[config.mk]
export PLATFORM = sky130hd
export DESIGN_NAME = seq_multiply
export DESIGN_NICKNAME = d
export VERILOG_FILES = /design/src/rtl/seq_multiply.sv
export SDC_FILE = /design/constraint.sdc
export NUM_CORES = 1
export LEC_CHECK = 0
export ABC_AREA = 1
export CAP_MARGIN = 20
export CORE_MARGIN = 10
export CORE_UTILIZATION = 56
export CTS_CLUSTER_SIZE = 28
export DETAILED_ROUTE_END_ITERATION = 10
export PLACE_DENSITY = 0.77
export SKIP_CTS_REPAIR_TIMING = 1
export SLEW_MARGIN = 20
export SYNTH_ARGS = -nofsm -noshare
export SYNTH_HDL_FRONTEND = slang
export SYNTH_SLANG_ARGS = --single-unit
[constraint.sdc]
create_clock -name clk -period 2.3 [get_ports clk]
set_input_delay 0.23 -clock clk [delete_from_list [all_inputs] [get_ports clk]]
set_output_delay 0.23 -clock clk [all_outputs]
set_load 0.1 [all_outputs]
[src/rtl/seq_multiply.sv]
// seq_multiply -- sequential shift-add multiplier for sign-magnitude operands.
//
// One shift-add step is performed per clock in CALC. The product sign is the
// XOR of the operand signs, forced to 0 when the magnitude is zero.
//
// Optional feature: define SEQ_MULTIPLY_EARLY_EXIT_EN to end CALC as soon as
// the remaining multiplier bits are all zero (at least one step always runs).
//
// Ports:
//   clk    sole clock, rising edge
//   rst    synchronous active-high reset
//   start  begin a multiply (sampled only in IDLE)
//   X, Y   operands, sign-magnitude, [N] sign, [N-1:0] magnitude
//   busy   high while in CALC
//   done   one-cycle pulse: Res holds a new product
//   Res    product, sign-magnitude, [2N] sign, [2N-1:0] magnitude
//
// state | meaning
// IDLE  | waiting for start, operands loaded on acceptance
// CALC  | one shift-add step per cycle
// DONE  | Res updated, done asserted for this single cycle
module seq_multiply #(
    parameter int N = 8
) (
    input  logic         clk,
    input  logic         rst,
    input  logic         start,
    input  logic [N:0]   X,
    input  logic [N:0]   Y,
    output logic         busy,
    output logic         done,
    output logic [2*N:0] Res
);

    localparam int CW = $clog2(N + 1);

    typedef enum logic [1:0] {
        IDLE = 2'd0,
        CALC = 2'd1,
        DONE = 2'd2
    } state_t;

    state_t           state;
    state_t           state_nx;
    logic [2*N-1:0]   mcand;
    logic [2*N-1:0]   acc;
    logic [2*N-1:0]   acc_nx;
    logic [N-1:0]     mplier;
    logic             sign;
    logic [CW-1:0]    cnt;
    logic             last_step;

    assign acc_nx = mplier[0] ? (acc + mcand) : acc;

`ifdef SEQ_MULTIPLY_EARLY_EXIT_EN
    // Stop once the multiplier left after this step's shift has no set bits.
    assign last_step = (cnt == CW'(N - 1)) || (mplier[N-1:1] == '0);
`else
    assign last_step = (cnt == CW'(N - 1));
`endif

    // State register
    always_ff @(posedge clk) begin
        if (rst) begin
            state <= IDLE;
        end else begin
            state <= state_nx;
        end
    end

    // Next-state logic
    always_comb begin
        state_nx = state;
        unique case (state)
            IDLE:    if (start) state_nx = CALC;
            CALC:    if (last_step) state_nx = DONE;
            DONE:    state_nx = IDLE;
            default: state_nx = IDLE;
        endcase
    end

    // Outputs
    always_comb begin
        busy = (state == CALC);
        done = (state == DONE);
    end

    // Datapath
    always_ff @(posedge clk) begin
        if (rst) begin
            mcand  <= '0;
            mplier <= '0;
            acc    <= '0;
            sign   <= 1'b0;
            cnt    <= '0;
            Res    <= '0;
        end else begin
            unique case (state)
                IDLE: begin
                    if (start) begin
                        mcand  <= {{N{1'b0}}, X[N-1:0]};
                        mplier <= Y[N-1:0];
                        sign   <= X[N] ^ Y[N];
                        acc    <= '0;
                        cnt    <= '0;
                    end
                end
                CALC: begin
                    acc    <= acc_nx;
                    mcand  <= mcand << 1;
                    mplier <= mplier >> 1;
                    cnt    <= cnt + 1'b1;
                    if (last_step) begin
                        // no negative zero
                        Res <= {sign & (|acc_nx), acc_nx};
                    end
                end
                default: ;
            endcase
        end
    end

endmodule

==> results.txt, run 1 <==
----------------------------------------------------
[Worst setup path]
  Critical register-to-register path endpoint ... Res[16]$_SDFFE_PP0P_
  Maximum fanout count along the critical path ... 7
  Arrival time worst endpoint ... 2320 ps
  Critical R2R Launch ... mcand[2]$_SDFFE_PP0P_
  Count of cells along the worst register-to-register path ... 12
  Critical path class ... reg2reg
  CP Data Required Time ... 2540 ps
  Critical Path Source Type ... flop
  Reg2reg setup slack ... 220 ps
  Crit end category ... flop

[Place]
  DP Cell Count ... 619
  Post-Place Worst Slack ... 191.7 ps
  Weighted congestion reported at the end of routability-driven placement ... 0.9336
  Half-perimeter wire length after detailed placement ... 6670 um
  Total of buffers placed on input and output ports ... 39

[Worst hold path]
  Number of cells on the worst hold path ... 3
  Min-delay worst type ... in2reg
  Endpoint of the worst hold-timing path ... mplier[7]$_SDFFE_PP0P_
  Start point of the worst min-delay path ... Y[7]

[Synthesis]
  Synthesized instance count ... 512
  Warnings, synthesis ... 0
  Fraction of the yosys area taken by sequential cells ... 36.91%
  Distinct cell type count of the synthesized netlist ... 35
  Post-synthesis cell area ... 3471 um2
  Mean post-synth cell area ... 6.779 um2
  Post-Syn Nets ... 550
  Post-synthesis register bit count ... 64

[GRT]
  Via count of the first global-routing pass ... 3252
  M1 GR Usage ... 24.66%
  Initial antenna violation count ... 0
  Gr busiest metal ... met2
  Met2 Track Usage GR ... 27.53%
  Wire length of the first global-routing pass ... 15120 um
  Pin count of the biggest net entering global routing ... 31
  Global Route Usage Sum ... 18.42%
  Leftover overflow at the end of global routing ... 0
  Met3 layer usage reported by global route ... 5.726%

[STA]
  Count of final max-slew check failures ... 0
  Final clock skew ... 11.01 ps
  Setup slack after layout ... 219.6 ps
  Number of hold-slack violations in the final timing report ... 0
  Final-report setup violation count ... 0
  Actual transition at the worst max-transition pin ... 598.6 ps
  Setup TNS Final ... 0 ps
  Fmax ... 480.7 MHz
  Clock period minus worst slack ... 2080 ps
  Post-route clock period utilization ... 90.45%
  Setup repair after global routing missed its margin ... false
  Normalized max-slew margin ... 59.94%

[Pwr]
  Power per standard cell area ... 654.2 nW/um2
  Post-layout power ... 2706 uW
  Max rail drop VDD ... 0.4793 mV
  Total leakage power ... 0.001991 uW

[Clock tree]
  Clock Sinks ... 64
  Total CTS buffers ... 9
  Root buffer cell ... sky130_fd_sc_hd__clkbuf_8
  Number of buffers on the longest clock path ... 2
  Level count of the clock H-tree ... 3
  Clock slew seen by the registers of the worst setup and hold paths ... 80 ps
  Worst skew pair latency ... 340 ps
  Clock tree from TritonCTS ... built

[Final layout]
  Number of diodes added for antenna fixing ... 0
  Net count, final ... 593
  Layout cells sized above 1 ... 10.02%
  Signed area change from the synthesized netlist to the final layout ... 19.18%
  Number of standard cells in the layout, taps in and fillers out ... 634
  Number of filler instances in the final layout ... 518
  Post-layout util ... 69.45%

[Floorplanning]
  Die width ... 98.73 um
  Core ar. ... 5956 um2
  Die outline height ... 98.73 um
  # IOs ... 40
  Effective utilization at floorplan ... 58.28%
  Overall die area ... 9747 um2
  Standard-cell rows ... 28

[Routing]
  Initial drt markers ... 240
  Iteration count of the initial detailed-routing pass ... 4
  Count of nets left with antenna violations after detail routing ... 0
  Vias ... 3461
  Detail-routed net length per standard cell ... 14.26 um
  Total detailed-routing wirelength ... 9038 um
  DRC violations left ... 0
  Vias per cell ... 5.459

[Run status]
  Run status ... finished, final reports clean

[Flow run]
  Max Cap Violations ... 0

----------------------------------------------------
power by group:
part / internal (uW) / total (uW) / switching (uW)
registers: 1150 / 1180 / 32.1
logic: 154 / 413 / 259
clock network: 663 / 1110 / 446
sequential cells by signal, indices dropped and copies added (netlist names):
name / count
Res: 17
acc: 16
mcand: 16
mplier: 8
cnt: 4
state: 2
sign: 1
placed cells by master, fill, tap and decap left out, types with 2 or more instances in the layout:
| cell type | instances |
|---|---|
| sky130_fd_sc_hd__a21oi_2 | 2 |
| sky130_fd_sc_hd__xor2_1 | 2 |
| sky130_fd_sc_hd__clkdlybuf4s50_1 | 20 |
| sky130_fd_sc_hd__nand2_1 | 135 |
| sky130_fd_sc_hd__bufinv_16 | 2 |
| sky130_fd_sc_hd__a32o_1 | 4 |
| sky130_fd_sc_hd__inv_1 | 74 |
| sky130_fd_sc_hd__ha_1 | 15 |
| sky130_fd_sc_hd__nand3_1 | 43 |
| sky130_fd_sc_hd__nor2_1 | 44 |
| sky130_fd_sc_hd__nand4_1 | 4 |
| sky130_fd_sc_hd__xnor2_1 | 3 |
| sky130_fd_sc_hd__dfxtp_1 | 64 |
| sky130_fd_sc_hd__a22oi_1 | 5 |
| sky130_fd_sc_hd__a21oi_1 | 21 |
| sky130_fd_sc_hd__clkbuf_8 | 11 |
| sky130_fd_sc_hd__nand3b_1 | 3 |
| sky130_fd_sc_hd__o211ai_1 | 10 |
| sky130_fd_sc_hd__buf_4 | 31 |
| sky130_fd_sc_hd__nand2_2 | 3 |
| sky130_fd_sc_hd__nor3_1 | 8 |
| sky130_fd_sc_hd__o21ai_0 | 25 |
| sky130_fd_sc_hd__o22ai_1 | 15 |
layer usage:
layer / wire length [um] / up-vias / part of all wire, %
met3: 762 / 12 / 8.4
met2: 3866 / 111 / 43
li1: - / 1755 / -
met1: 4293 / 1583 / 47
met5: 0 / - / 0
met4: 116 / 0 / 1.3
final cells by class:
| cell class | count | area (um2) | share of cell area (%) |
|---|---|---|---|
| Inverter | 76 | 285.3 | 6.897 |
| Clock buffer | 12 | 155.1 | 3.751 |
| Multi-Input combinational cell | 353 | 1823 | 44.07 |
| Timing Repair Buffer | 51 | 432.9 | 10.47 |
| Clock inverter | 3 | 65.06 | 1.573 |
| Sequential cell | 64 | 1281 | 30.97 |
| Tap cell | 75 | 93.84 | 2.269 |
per-stage QoR:
step           area, um2  hold slack [ps]
6_report            4136            442.9
2_1_floorplan       3471            379.0
3_3_place_gp        3911            449.5
4_1_cts             4131            441.8
5_1_grt             4136            454.0
3_5_place_dp        3911            455.4
synthesized netlist by cell type (all sizes together):
library cell / number / area, um2
and2: 1 / 6.260
o22ai: 15 / 93.84
ha: 16 / 200.2
clkinv: 1 / 3.750
inv: 75 / 281.5
a22oi: 5 / 37.54
fa: 1 / 20.02
o211ai: 10 / 75.07
a32o: 4 / 40.04
xor2: 2 / 17.52
o21ai: 27 / 138.9
a31oi: 1 / 6.260
xnor2: 3 / 26.28
nand2: 138 / 525.5
a21oi: 23 / 122.6
nor3: 8 / 40.04
or2: 2 / 15.02
nor2: 44 / 165.2
nand3: 44 / 225.2
nand3b: 3 / 22.52
dfxtp: 64 / 1281
o21bai: 1 / 7.510
nand4: 4 / 25.02
clkbuf: 14 / 52.55
a211oi: 1 / 7.510
buf: 5 / 33.78
critical path, cell delays in order, from the launching register on:
cell and delay, ps:
sky130_fd_sc_hd__dfxtp_1 340, sky130_fd_sc_hd__ha_1 410, sky130_fd_sc_hd__or2_4 290, sky130_fd_sc_hd__nand3_1 100, sky130_fd_sc_hd__nand2_1 100, sky130_fd_sc_hd__nand3b_1 130
sky130_fd_sc_hd__nand3_1 100, sky130_fd_sc_hd__nand3_1 130, sky130_fd_sc_hd__nand2_1 90, sky130_fd_sc_hd__nor2_1 100, sky130_fd_sc_hd__nand3_1 80, sky130_fd_sc_hd__nand2_1 70
sky130_fd_sc_hd__a21oi_2 50
worst max-delay path by stage:
stage,from,endpoint,slack (ps),cells after the start
2_1_floorplan,state[1]$_SDFFE_PP0P_,cnt[3]$_SDFFE_PP0P_,120,7
6_report,mcand[2]$_SDFFE_PP0P_,Res[16]$_SDFFE_PP0P_,220,12
5_1_grt,mcand[0]$_SDFFE_PP0P_,Res[16]$_SDFFE_PP0P_,20,12
4_1_cts,mcand[0]$_SDFFE_PP0P_,Res[16]$_SDFFE_PP0P_,180,16
3_3_place_gp,mcand[0]$_SDFFE_PP0P_,Res[16]$_SDFFE_PP0P_,230,16
3_5_place_dp,mcand[0]$_SDFFE_PP0P_,Res[16]$_SDFFE_PP0P_,190,16
cell families after synthesis:
group	count (synthesis)	synth area share, %
adders and majority gates	17	6.345
AOI/OAI and AO/OA	87	15.25
buffers and inverters	95	10.71
xor gates and xnor gates	5	1.262
DFF	64	36.91
and+or+nand+nor	244	29.52
No activity file was read; power rests on OpenSTA's default activity.
==> run 2, diff against run 1 <==
==> constraint.sdc (replaced) <==
create_clock -name clk -period 2.3 [get_ports clk]
set_input_delay 0.46 -clock clk [delete_from_list [all_inputs] [get_ports clk]]
set_output_delay 0.46 -clock clk [all_outputs]
set_load 0.1 [all_outputs]
==> run 2 against run 1 <==
  * Register-to-register slack hardly changed
  * Final cell count is 0.32% higher
  * First-iteration DRC count is 5.0% higher
  * Clock-buffer cell count is 3 lower
  * Critical path type unchanged
  * Largest power group unchanged
  * Highest routed layer unchanged
==> results.txt, run 2 (synthesis results as in run 1) <==
----------------------------------------------------
[Clock tree]
  Level count of the clock H-tree ... 3
  Root buffer cell ... sky130_fd_sc_hd__clkbuf_8
  Number of buffers on the longest clock path ... 2
  Clock tree from TritonCTS ... built
  Clock slew seen by the registers of the worst setup and hold paths ... 80 ps
  Clock Sinks ... 64
  Total CTS buffers ... 9
  Worst skew pair latency ... 340 ps

[STA]
  Actual transition at the worst max-transition pin ... 618.6 ps
  Number of hold-slack violations in the final timing report ... 0
  Final-report setup violation count ... 0
  Setup repair after global routing missed its margin ... false
  Post-route clock period utilization ... 90.61%
  Clock period minus worst slack ... 2084 ps
  Fmax ... 479.8 MHz
  Setup TNS Final ... 0 ps
  Final clock skew ... 12.30 ps
  Count of final max-slew check failures ... 0
  Normalized max-slew margin ... 58.61%

[Final layout]
  Commonest non-fill, non-tap cells in the layout ... sky130_fd_sc_hd__nand2_1 (135), sky130_fd_sc_hd__inv_1 (74), sky130_fd_sc_hd__dfxtp_1 (64)
  Reg with most FFs ... Res
  Registers with the most flip-flops ... Res: 17 flops, acc: 16 flops, mcand: 16 flops
  Number of diodes added for antenna fixing ... 0
  Net count, final ... 595
  Post-layout util ... 69.66%
  Layout cells sized above 1 ... 10.70%
  Total area of sequential cells ... 1281 um2
  Number of standard cells in the layout, taps in and fillers out ... 636
  Number of filler instances in the final layout ... 508
  Most common cell after layout, fill and taps aside ... sky130_fd_sc_hd__nand2_1
  Number of flip-flops in the largest register ... 17
  Area occupied by multi-input gates ... 1843 um2
  Signed area change from the synthesized netlist to the final layout ... 19.54%

[Routing]
  Vias ... 3457
  Count of nets left with antenna violations after detail routing ... 0
  Total detailed-routing wirelength ... 8866 um
  Vias per cell ... 5.436
  Initial drt markers ... 252
  Detail-routed net length per standard cell ... 13.94 um
  DRC violations left ... 0
  Iteration count of the initial detailed-routing pass ... 7

[Worst hold path]
  Number of cells on the worst hold path ... 2
  Endpoint of the worst hold-timing path ... cnt[3]$_SDFFE_PP0P_
  Start point of the worst min-delay path ... cnt[3]$_SDFFE_PP0P_
  Min-delay worst type ... reg2reg

[Worst setup path]
  Critical register-to-register path endpoint ... Res[16]$_SDFFE_PP0P_
  Critical Path Source Type ... flop
  Arrival time worst endpoint ... 2320 ps
  Crit end category ... flop
  Critical R2R Launch ... mcand[6]$_SDFFE_PP0P_
  Count of cells along the worst register-to-register path ... 14
  Reg2reg setup slack ... 220 ps
  Maximum fanout count along the critical path ... 5
  CP Data Required Time ... 2530 ps
  Critical path class ... reg2reg

[Place]
  DP Cell Count ... 621
  Half-perimeter wire length after detailed placement ... 6594 um
  Total of buffers placed on input and output ports ... 39
  Weighted congestion reported at the end of routability-driven placement ... 0.9653

[Flow run]
  Max Cap Violations ... 0

[Pwr]
  Power per standard cell area ... 618.8 nW/um2
  Total leakage power ... 0.001989 uW
  Post-layout power ... 2568 uW
  Max rail drop VDD ... 0.3838 mV

[Floorplanning]
  # IOs ... 40
  Die width ... 98.73 um
  Standard-cell rows ... 28
  Core ar. ... 5956 um2
  Die outline height ... 98.73 um
  Overall die area ... 9747 um2
  Effective utilization at floorplan ... 58.28%

[GRT]
  Initial antenna violation count ... 0
  Pin count of the biggest net entering global routing ... 31
  Leftover overflow at the end of global routing ... 0
  Global Route Usage Sum ... 18.25%
  Via count of the first global-routing pass ... 3372
  Wire length of the first global-routing pass ... 15100 um

[Run status]
  Run status ... finished, final reports clean

----------------------------------------------------
run 2: worst max path at each step:
stage	startpoint	to	slack, ps	cells after the start
3_5_place_dp	mcand[0]$_SDFFE_PP0P_	Res[16]$_SDFFE_PP0P_	170	16
2_1_floorplan	state[1]$_SDFFE_PP0P_	cnt[3]$_SDFFE_PP0P_	120	7
6_report	mcand[6]$_SDFFE_PP0P_	Res[16]$_SDFFE_PP0P_	220	14
5_1_grt	mcand[0]$_SDFFE_PP0P_	Res[16]$_SDFFE_PP0P_	30	12
3_3_place_gp	mcand[0]$_SDFFE_PP0P_	Res[16]$_SDFFE_PP0P_	230	16
4_1_cts	mcand[0]$_SDFFE_PP0P_	Res[16]$_SDFFE_PP0P_	150	16
run 2: stage by stage:
| step | worst slack [ps] | cell area, um2 | hold WS, ps |
|---|---|---|---|
| 2_1_floorplan | 120.9 | 3471 | 430.0 |
| 3_3_place_gp | 230.1 | 3939 | 446.9 |
| 3_5_place_dp | 165.2 | 3939 | 458.5 |
| 4_1_cts | 151.8 | 4124 | 469.6 |
| 5_1_grt | 27.04 | 4149 | 492.8 |
| 6_report | 215.9 | 4149 | 473.1 |
run 2: area by class of cell:
class,instances,share of cell area (%)
clock buffers,9,2.986
clock inverters,6,1.478
inverters,76,6.876
multi-input cells,353,44.42
flip-flops and latches,64,30.88
well taps,75,2.262
repair buffers,53,11.10
run 2: report_power, final:
| group | leakage, uW | internal, uW | switching (uW) |
|---|---|---|---|
| Sequential | 0.000520 | 1150 | 31.4 |
| Clock | 0.0000948 | 491 | 462 |
| Combinational | 0.00137 | 166 | 266 |
| Total | 0.00199 | 1810 | 760 |
run 2: layer usage:
| metal | vias to the layer above | share of wire (%) | track usage [%] |
|---|---|---|---|
| li1 | 1751 | - | - |
| met1 | 1578 | 49 | 24.02 |
| met2 | 114 | 43 | 28.59 |
| met3 | 14 | 6.6 | 3.631 |
| met4 | 0 | 1.4 | 7.056 |
| met5 | - | 0 | 0 |
run 2: critical path, stage by stage (launching register included):
cell and delay (ps):
sky130_fd_sc_hd__dfxtp_1 360, sky130_fd_sc_hd__ha_1 380, sky130_fd_sc_hd__nand2_1 130, sky130_fd_sc_hd__nor2_1 160, sky130_fd_sc_hd__nand3_2 100, sky130_fd_sc_hd__nand2_2 120, sky130_fd_sc_hd__nand2_1 60, sky130_fd_sc_hd__nand3_1 90
sky130_fd_sc_hd__nand2_1 100, sky130_fd_sc_hd__nor2_1 100, sky130_fd_sc_hd__nand3_1 90, sky130_fd_sc_hd__nor2_1 90, sky130_fd_sc_hd__nand3_1 70, sky130_fd_sc_hd__nand2_1 80, sky130_fd_sc_hd__a21oi_2 50
